## config.mk

```make
export PLATFORM = sky130hd
export DESIGN_NAME = rename_commit_queue
export DESIGN_NICKNAME = d
export VERILOG_FILES = /design/src/rtl/rename_commit_queue.sv
export SDC_FILE = /design/constraint.sdc
export NUM_CORES = 1
export LEC_CHECK = 0
export BUFFER_PORTS_ARGS = -buffer_cell sky130_fd_sc_hd__buf_4
export CAP_MARGIN = 20
export CORE_ASPECT_RATIO = 1.25
export CORE_UTILIZATION = 58
export DETAILED_ROUTE_END_ITERATION = 6
export GPL_TIMING_DRIVEN = 0
export HOLD_SLACK_MARGIN = 0.12
export PLACE_DENSITY = 0.78
export SLEW_MARGIN = 20
export SYNTH_ARGS = -nofsm -noshare
export SYNTH_HDL_FRONTEND = slang
export SYNTH_SLANG_ARGS = --single-unit
```

## constraint.sdc

```tcl
create_clock -name CLK -period 3.55 [get_ports CLK]
set_input_delay 0.355 -clock CLK [delete_from_list [all_inputs] [get_ports CLK]]
set_output_delay 0.355 -clock CLK [all_outputs]
set_load 0.01 [all_outputs]
```

## src/rtl/rename_commit_queue.sv

```systemverilog
// rtl/rename_commit_queue.sv - in-order commit queue that frees retired rename mappings
module rename_commit_queue #(
  parameter int NAME_WIDTH = 5,
  parameter int DEPTH      = 8,
  parameter int TAG_WIDTH  = 3
) (
  input  logic                  CLK,
  input  logic                  RST,
  input  logic                  ENQ_E,
  input  logic [NAME_WIDTH-1:0] ENQ_NAME,
  output logic                  ENQ_READY,
  output logic [TAG_WIDTH-1:0]  ENQ_TAG,
  input  logic                  DONE_E_1,
  input  logic [TAG_WIDTH-1:0]  DONE_TAG_1,
  input  logic                  DONE_E_2,
  input  logic [TAG_WIDTH-1:0]  DONE_TAG_2,
  input  logic                  KILL,
  output logic [NAME_WIDTH-1:0] FREE_NAME,
  output logic                  FREE_E,
  output logic [TAG_WIDTH:0]    COUNT,
  output logic                  EMPTY
);

  localparam logic [TAG_WIDTH:0] DEPTH_C = (TAG_WIDTH+1)'(DEPTH);

  logic [NAME_WIDTH-1:0] name_q [DEPTH];
  logic [DEPTH-1:0]      valid_q;
  logic [DEPTH-1:0]      done_q;
  logic [TAG_WIDTH-1:0]  head_q;
  logic [TAG_WIDTH-1:0]  tail_q;
  logic [TAG_WIDTH:0]    count_q;
  logic [TAG_WIDTH:0]    count_next;
  logic                  enq_fire;
  logic                  retire_fire;

  // Accept and retire decisions use only pre-edge state, so a retire never frees a slot for the same cycle.
  always_comb begin
    enq_fire    = ENQ_E && (count_q < DEPTH_C);
    retire_fire = valid_q[head_q] && done_q[head_q];
    count_next  = count_q;
    case ({enq_fire, retire_fire})
      2'b10:   count_next = count_q + 1'b1;
      2'b01:   count_next = count_q - 1'b1;
      default: count_next = count_q;
    endcase
  end

  // Name storage needs no reset: a slot's name is only read once its valid bit is set.
  always_ff @(posedge CLK) begin
    if (!RST && !KILL && enq_fire) begin
      name_q[tail_q] <= ENQ_NAME;
    end
  end

  // Queue control: pointers, per-slot status and the free-port pulse; KILL drops entries silently.
  always_ff @(posedge CLK) begin
    if (RST || KILL) begin
      head_q  <= '0;
      tail_q  <= '0;
      count_q <= '0;
      valid_q <= '0;
      done_q  <= '0;
      FREE_E  <= 1'b0;
      if (RST) begin
        FREE_NAME <= '0;
      end
    end else begin
      if (DONE_E_1 && valid_q[DONE_TAG_1]) begin
        done_q[DONE_TAG_1] <= 1'b1;
      end
      if (DONE_E_2 && valid_q[DONE_TAG_2]) begin
        done_q[DONE_TAG_2] <= 1'b1;
      end
      // Placed after completion so a completion aimed at the slot being filled loses.
      if (enq_fire) begin
        valid_q[tail_q] <= 1'b1;
        done_q[tail_q]  <= 1'b0;
        tail_q          <= tail_q + 1'b1;
      end
      if (retire_fire) begin
        valid_q[head_q] <= 1'b0;
        head_q          <= head_q + 1'b1;
        FREE_NAME       <= name_q[head_q];
        FREE_E          <= 1'b1;
      end else begin
        FREE_E <= 1'b0;
      end
      count_q <= count_next;
    end
  end

  // Status outputs derive from registered state only.
  always_comb begin
    ENQ_READY = (count_q < DEPTH_C);
    ENQ_TAG   = tail_q;
    COUNT     = count_q;
    EMPTY     = (count_q == '0);
  end

endmodule

```

==> flow_metrics.tcl, run 1 <==
set metrics [dict create \
    synth_nets 287 \
    syn_inst 265 \
    max_freq_ghz 0.309 \
    crit_type "register to register" \
    grt_pass1_wl_um 11300 \
    grt_setup_unrepaired "false" \
    dp_hpwl_um 5010 \
    cp_max_fo 10 \
    ys_seq_area_frac 0.587 \
    diodes 0 \
    finalCritPeriodShare 0.912 \
    netlist.area_leader.share 0.406 \
    clkPwrFrac 0.419 \
    r2r_cells 12 \
    clk_latency_ps 350 \
    dr.pass1.iters 5 \
    core_um2 5480 \
    yosysWarnings 0 \
    grt_overflow 0 \
    start_util 0.607 \
    wl_per_cell_um 19.0 \
    pwr-share-comb 0.045 \
    cts_buffers 9 \
    cts_max_level 3 \
    cts_setup_buffers 0 \
    synth_cell_type_count 45 \
    yosysTopAreaCell "edfxtp_1" \
    ys_ff_latch 75 \
    drive_above_1_share 0.215 \
    n_fill_cell 388 \
    antenna_left 0 \
    drc 0 \
    vdd_drop_max_mv 0.214 \
    cap_violations 0 \
    seqPwrFrac 0.536 \
    r2r-end "COUNT[2]$_SDFFE_PP0P_" \
    drt-initial-drc-count 207 \
    holdWs_ps 236 \
    root_buffer "clkbuf_8" \
    via_per_inst 6.27 \
    cts_tree "yes" \
    setup_viol 0 \
    hold_viol 0 \
    clk_pin_slew_ps 80 \
    cp.arrival_ps 3510 \
    synth_ff_type "edfxtp_1" \
    p_sw_mw 0.380 \
    slew_headroom 0.237 \
    io_pins 32 \
    cts_sinks 75 \
    antenna_found_initial 0 \
    crit-reg2reg-launch "head_q[0]$_SDFFE_PP0N_" \
    finClkSkew_ps 10.2 \
    fin_tns_setup_ps 0 \
    final_cells 375 \
    cts_max_path_buffers 2 \
    vias 2350 \
    fp-row-count 30 \
    worst_ep_required_time_ps 3830 \
    synth_area_um2 3320 \
    finalWeightedCongestion 0.886 \
    wirelength_um 7140 \
    multiInputGateArea_um2 1290 \
    syn_to_final_growth_pct 15.9 \
    grt_pass1_vias 2226 \
    grt_max_degree 15 \
    drv_slew 0 \
    placed_area_um2 3630 \
    tightestPinTransition_ps 1130 \
    endpoint "COUNT[2]$_SDFFE_PP0P_" \
    grt_usage 0.255 \
    synth.area.top_cells "edfxtp_1 41%, dfxtp_1 18%, mux4_2 7.5%" \
    synth_edf_count 45 \
    reg2reg_slack_ps 310 \
    die_x_um 69.7 \
    hold_path.class "input pin to register" \
    portBuffers 30 \
    avgSynthCellArea_um2 12.5 \
    die_h_um 86.6 \
    dieArea_um2 6040 \
    postLayoutCellArea_um2 3850 \
    cts_resized 0 \
    nNetsFinal 328 \
    leakage_nw 1.34 \
    regArea_um2 1950 \
    min_period_ps 3240 \
    cp-end-kind "register" \
    status "completed" \
    ctsHoldBuffers 0 \
    synth-async-reset-ratio 0 \
    swShare 0.218 \
    startpoint_type "register" \
    p_per_area_nw_per_um2 452 \
    dp_cells 359 \
    intPower_mw 1.36 \
    crit_path_start "head_q[0]$_SDFFE_PP0N_" \
    worstHoldStart "ENQ_NAME[4]" \
]
[cell usage after synthesis, types with 3 or more instances]
cell type	n
nand4_1	6
ha_1	5
a21oi_1	12
nand3_1	6
nor2b_1	7
mux4_2	11
o31ai_1	5
and3_1	7
nand2_1	15
mux2i_1	12
inv_1	7
a31oi_1	6
xor2_1	4
nor3_1	3
nand2b_1	3
clkbuf_1	9
nor2_1	22
edfxtp_1	45
a311oi_1	3
nand4b_1	5
dfxtp_1	30
o21ai_0	8
a41oi_1	4
a211oi_1	3
[state kept, by name, summed over array words and instances (netlist names), named ones only]
name	count
FREE_NAME	5
head_q	3
COUNT	4
FREE_E	1
done_q	8
valid_q	8
ENQ_TAG	3
name_q	40
[per-stage QoR]
step	total power [mW]	worst slack [ps]	utilization
CTS	1.75	355	0.703
finish	1.74	311	0.703
detailed placement	1.03	410	0.662
global route	1.80	126	0.703
global placement	1.03	503	0.662
floorplan	0.990	1050	-
[power groups by stage]
| stage | sequential [mW] | clock [mW] | combinational (mW) |
|---|---|---|---|
| after floorplan | 0.954 | 0 | 0.0353 |
| after global placement | 0.952 | 0 | 0.0761 |
| after detailed placement | 0.953 | 0 | 0.0782 |
| after CTS | 0.932 | 0.737 | 0.0784 |
| after global routing | 0.933 | 0.778 | 0.0855 |
| final | 0.933 | 0.730 | 0.0789 |
[cell usage in the layout, fill, tap and decap left out, types with 7 or more instances in the layout]
cell and instances:
a21oi_1 12, dfxtp_1 30, edfxtp_1 45, nor2_1 22, mux2i_1 12, and3_1 7
mux4_2 11, nor2b_1 7, inv_1 7, buf_4 30, clkbuf_8 9, o21ai_0 8
clkbuf_1 9, nand2_1 15
[kinds of logic after synthesis]
kind of cell               count (synthesis)  synth area share
xor gates and xnor gates                   4            0.0105
DFF                                       75             0.587
and+or+nand+nor                           89             0.147
buffers and inverters                     20            0.0252
adders and majority gates                  5            0.0188
muxes                                     23             0.111
AOI/OAI and AO/OA                         49             0.101
[worst max-delay path, cell delays in order (launching register included)]
cell and delay [ps]:
dfxtp_1 520, clkbuf_1 430, nand4_1 180, a41oi_1 420
nor2_1 200, inv_1 140, ha_1 270, xor2_1 190
ha_1 170, a21oi_1 50, xor2_1 160, or3_1 300
a21oi_1 130
[cell type report]
cell class | count | share of cell area
buffer | 13 | 0.0149
clock buffer | 9 | 0.0321
clock inverter | 7 | 0.0260
inverter | 7 | 0.00682
multi-input combinational | 170 | 0.334
sequential | 75 | 0.506
tap | 64 | 0.0208
timing repair buffer | 30 | 0.0584
[layer usage]
metal / up-vias / GRT usage / share of wire
li1: 1107 / - / -
met1: 1135 / 0.309 / 0.41
met2: 86 / 0.420 / 0.49
met3: 22 / 0.0709 / 0.058
met4: 0 / 0.135 / 0.035
met5: - / 0 / 0
[how the worst min path moves through the flow]
stage | to | depth (start not counted)
after floorplan | name_q[0][0]$_DFFE_PP_ | 0
after global placement | valid_q[6]$_SDFF_PP0_ | 2
after detailed placement | valid_q[6]$_SDFF_PP0_ | 2
after CTS | name_q[3][2]$_DFFE_PP_ | 1
after global routing | name_q[3][2]$_DFFE_PP_ | 1
final | name_q[4][4]$_DFFE_PP_ | 1
Power figures use the tool's default switching activity.
==> run 2: changes to the inputs <==
--- a/config.mk
+++ b/config.mk
@@ -8,11 +8,12 @@
 export BUFFER_PORTS_ARGS = -buffer_cell sky130_fd_sc_hd__buf_4
 export CAP_MARGIN = 20
 export CORE_ASPECT_RATIO = 1.25
-export CORE_UTILIZATION = 58
+export CORE_UTILIZATION = 61
+export CTS_BUF_LIST = sky130_fd_sc_hd__clkbuf_2
 export DETAILED_ROUTE_END_ITERATION = 6
 export GPL_TIMING_DRIVEN = 0
 export HOLD_SLACK_MARGIN = 0.12
-export PLACE_DENSITY = 0.78
+export PLACE_DENSITY = 0.82
 export SLEW_MARGIN = 20
 export SYNTH_ARGS = -nofsm -noshare
 export SYNTH_HDL_FRONTEND = slang
==> run 2 against run 1 <==
Net effect: via count up 2.3%; power down 16%; design area down 1.6%; highest routed layer unchanged; flip-flop and latch count unchanged; sequential share of layout area up 0.82 points; sequential power about the same; critical endpoint unchanged; critical path depth unchanged; largest power group unchanged; combinational power up 6.7%; clock power down 38%; utilization up 3.3 points.
==> flow_metrics.tcl, run 2 (synthesis results as in run 1) <==
set metrics [dict create \
    status "completed" \
    min_period_ps 3240 \
    cp.arrival_ps 3670 \
    critical-path-max-stage-delay_ps 560 \
    cts_sinks 75 \
    slew_headroom 0.364 \
    wl_per_cell_um 19.0 \
    grt_usage 0.278 \
    core_um2 5150 \
    setup_slack_ps 311 \
    cp_max_fo 10 \
    leakage_nw 1.32 \
    startpoint_type "register" \
    clk_latency_ps 490 \
    dp_slack_ps 398 \
    die_h_um 84.5 \
    largest-register "name_q" \
    dieArea_um2 5750 \
    hold_viol 0 \
    wirelength_um 7200 \
    root_buffer "clkbuf_2" \
    largest_reg_flops 40 \
    setup_viol 0 \
    crit_chain "clkbuf_1 -> nand4_1 -> a41oi_1 -> nor2_1 -> inv_1 -> ha_1 -> xor2_1 -> ha_1 -> a21oi_1 -> xor2_1 -> or3_1 -> a21oi_1" \
    start_util 0.645 \
    reg_top3 "name_q: 40 flops, done_q: 8 flops, valid_q: 8 flops" \
    holdWs_ps 146 \
    finClkSkew_ps 23.5 \
    grt_pass1_vias 2280 \
    p_per_area_nw_per_um2 387 \
    grt_pass1_wl_um 11400 \
    diodes 0 \
    cts_resized 0 \
    cp-end-kind "register" \
    crit-reg2reg-launch "head_q[0]$_SDFFE_PP0N_" \
    final_common_cell "edfxtp_1" \
    fin_tns_setup_ps 0 \
    portBuffers 30 \
    nNetsFinal 333 \
    clk_pin_slew_ps 200 \
    die_x_um 68.0 \
    dr.pass1.iters 4 \
    cts_max_path_buffers 2 \
    hold_path.class "input pin to register" \
    cts_buffers 9 \
    finalWeightedCongestion 0.925 \
    critPathTopFamily "simple AND/OR/NAND/NOR gates" \
    drc 0 \
    grt_setup_unrepaired "false" \
    worstHoldStart "RST" \
    grt_overflow 0 \
    max_freq_ghz 0.309 \
    tightestPinTransition_ps 947 \
    crit_buf_inv 2 \
    syn_to_final_growth_pct 14.1 \
    io_pins 32 \
    ctsHoldBuffers 5 \
    drv_slew 0 \
    cap_violations 0 \
    vdd_drop_max_mv 0.374 \
    cts_setup_buffers 0 \
    dp_hpwl_um 5130 \
    drt-initial-drc-count 183 \
    grt_max_degree 13 \
    fp-row-count 29 \
    via_per_inst 6.36 \
    cts_tree "yes" \
    vias 2405 \
    worst_ep_required_time_ps 3980 \
    crit_type "register to register" \
    antenna_found_initial 0 \
    drive_above_1_share 0.212 \
    final_cell_mix "45 x edfxtp_1, 30 x dfxtp_1, 30 x buf_4" \
    slowest_stage "dfxtp_1" \
    finalCritPeriodShare 0.913 \
    crit_path_start "head_q[0]$_SDFFE_PP0N_" \
    cts_max_level 3 \
    antenna_left 0 \
]
==> run 2: cell count changes in the layout (fill, tap and decap cells not counted), sizes merged <==
| cell | delta |
|---|---|
| clkinv | -2 |
| bufinv | -1 |
| clkbuf | +2 |
| inv | -1 |
| clkinvlp | +2 |
| dlygate4sd3 | +5 |
==> run 2: power by group <==
part | leakage (nW) | internal (mW) | switching [mW]
Combinational | 0.596 | 0.0368 | 0.0474
Clock | 0.0656 | 0.165 | 0.284
Sequential | 0.654 | 0.929 | 0.00506
==> run 2: area by class of cell <==
cell class              count  area (um2)
flip-flops and latches     75        1950
fillers                   376        1360
multi-input cells         170        1290
repair buffers             35         275
well taps                  62        77.6
plain buffers              13        57.6
clock buffers              11        55.1
clock inverters             5        53.8
inverters                   7        26.3
==> run 2: worst paths after layout <==
kind | to | slack, ps | depth (start not counted)
setup / recovery | COUNT[2]$_SDFFE_PP0P_ | 310 | 12
hold / removal | head_q[2]$_SDFFE_PP0N_ | 150 | 3
setup reg to reg | COUNT[2]$_SDFFE_PP0P_ | 310 | 12
hold reg to reg | valid_q[7]$_SDFF_PP0_ | 530 | 2
==> run 2: routing by layer <==
metal	vias up	routed length [um]	global-route usage	share of wire
li1	1115	-	-	-
met2	106	3720	0.471	0.52
met3	23	498	0.0652	0.069
met5	-	0	0	0
met1	1161	2790	0.339	0.39
met4	0	189	0.0966	0.026
==> run 2: worst reg2reg max path, delay by kind of cell, from the launching register on <==
kind / cells / cell delay, ps
and+or+nand+nor: 3 / 700
AOI/OAI and AO/OA: 3 / 630
buffers and inverters: 2 / 550
xor gates and xnor gates: 2 / 330
DFF: 1 / 560
adders and majority gates: 2 / 430
==> run 2: through the flow <==
stage / power, mW / utilization / std cells / cell area, um2
2_1_floorplan: 0.990 / - / 265 / 3320
6_report: 1.47 / 0.736 / 378 / 3790
4_1_cts: 1.47 / 0.736 / 378 / 3790
3_3_place_gp: 1.03 / 0.704 / 357 / 3630
5_1_grt: 1.52 / 0.736 / 378 / 3790
3_5_place_dp: 1.03 / 0.705 / 357 / 3630
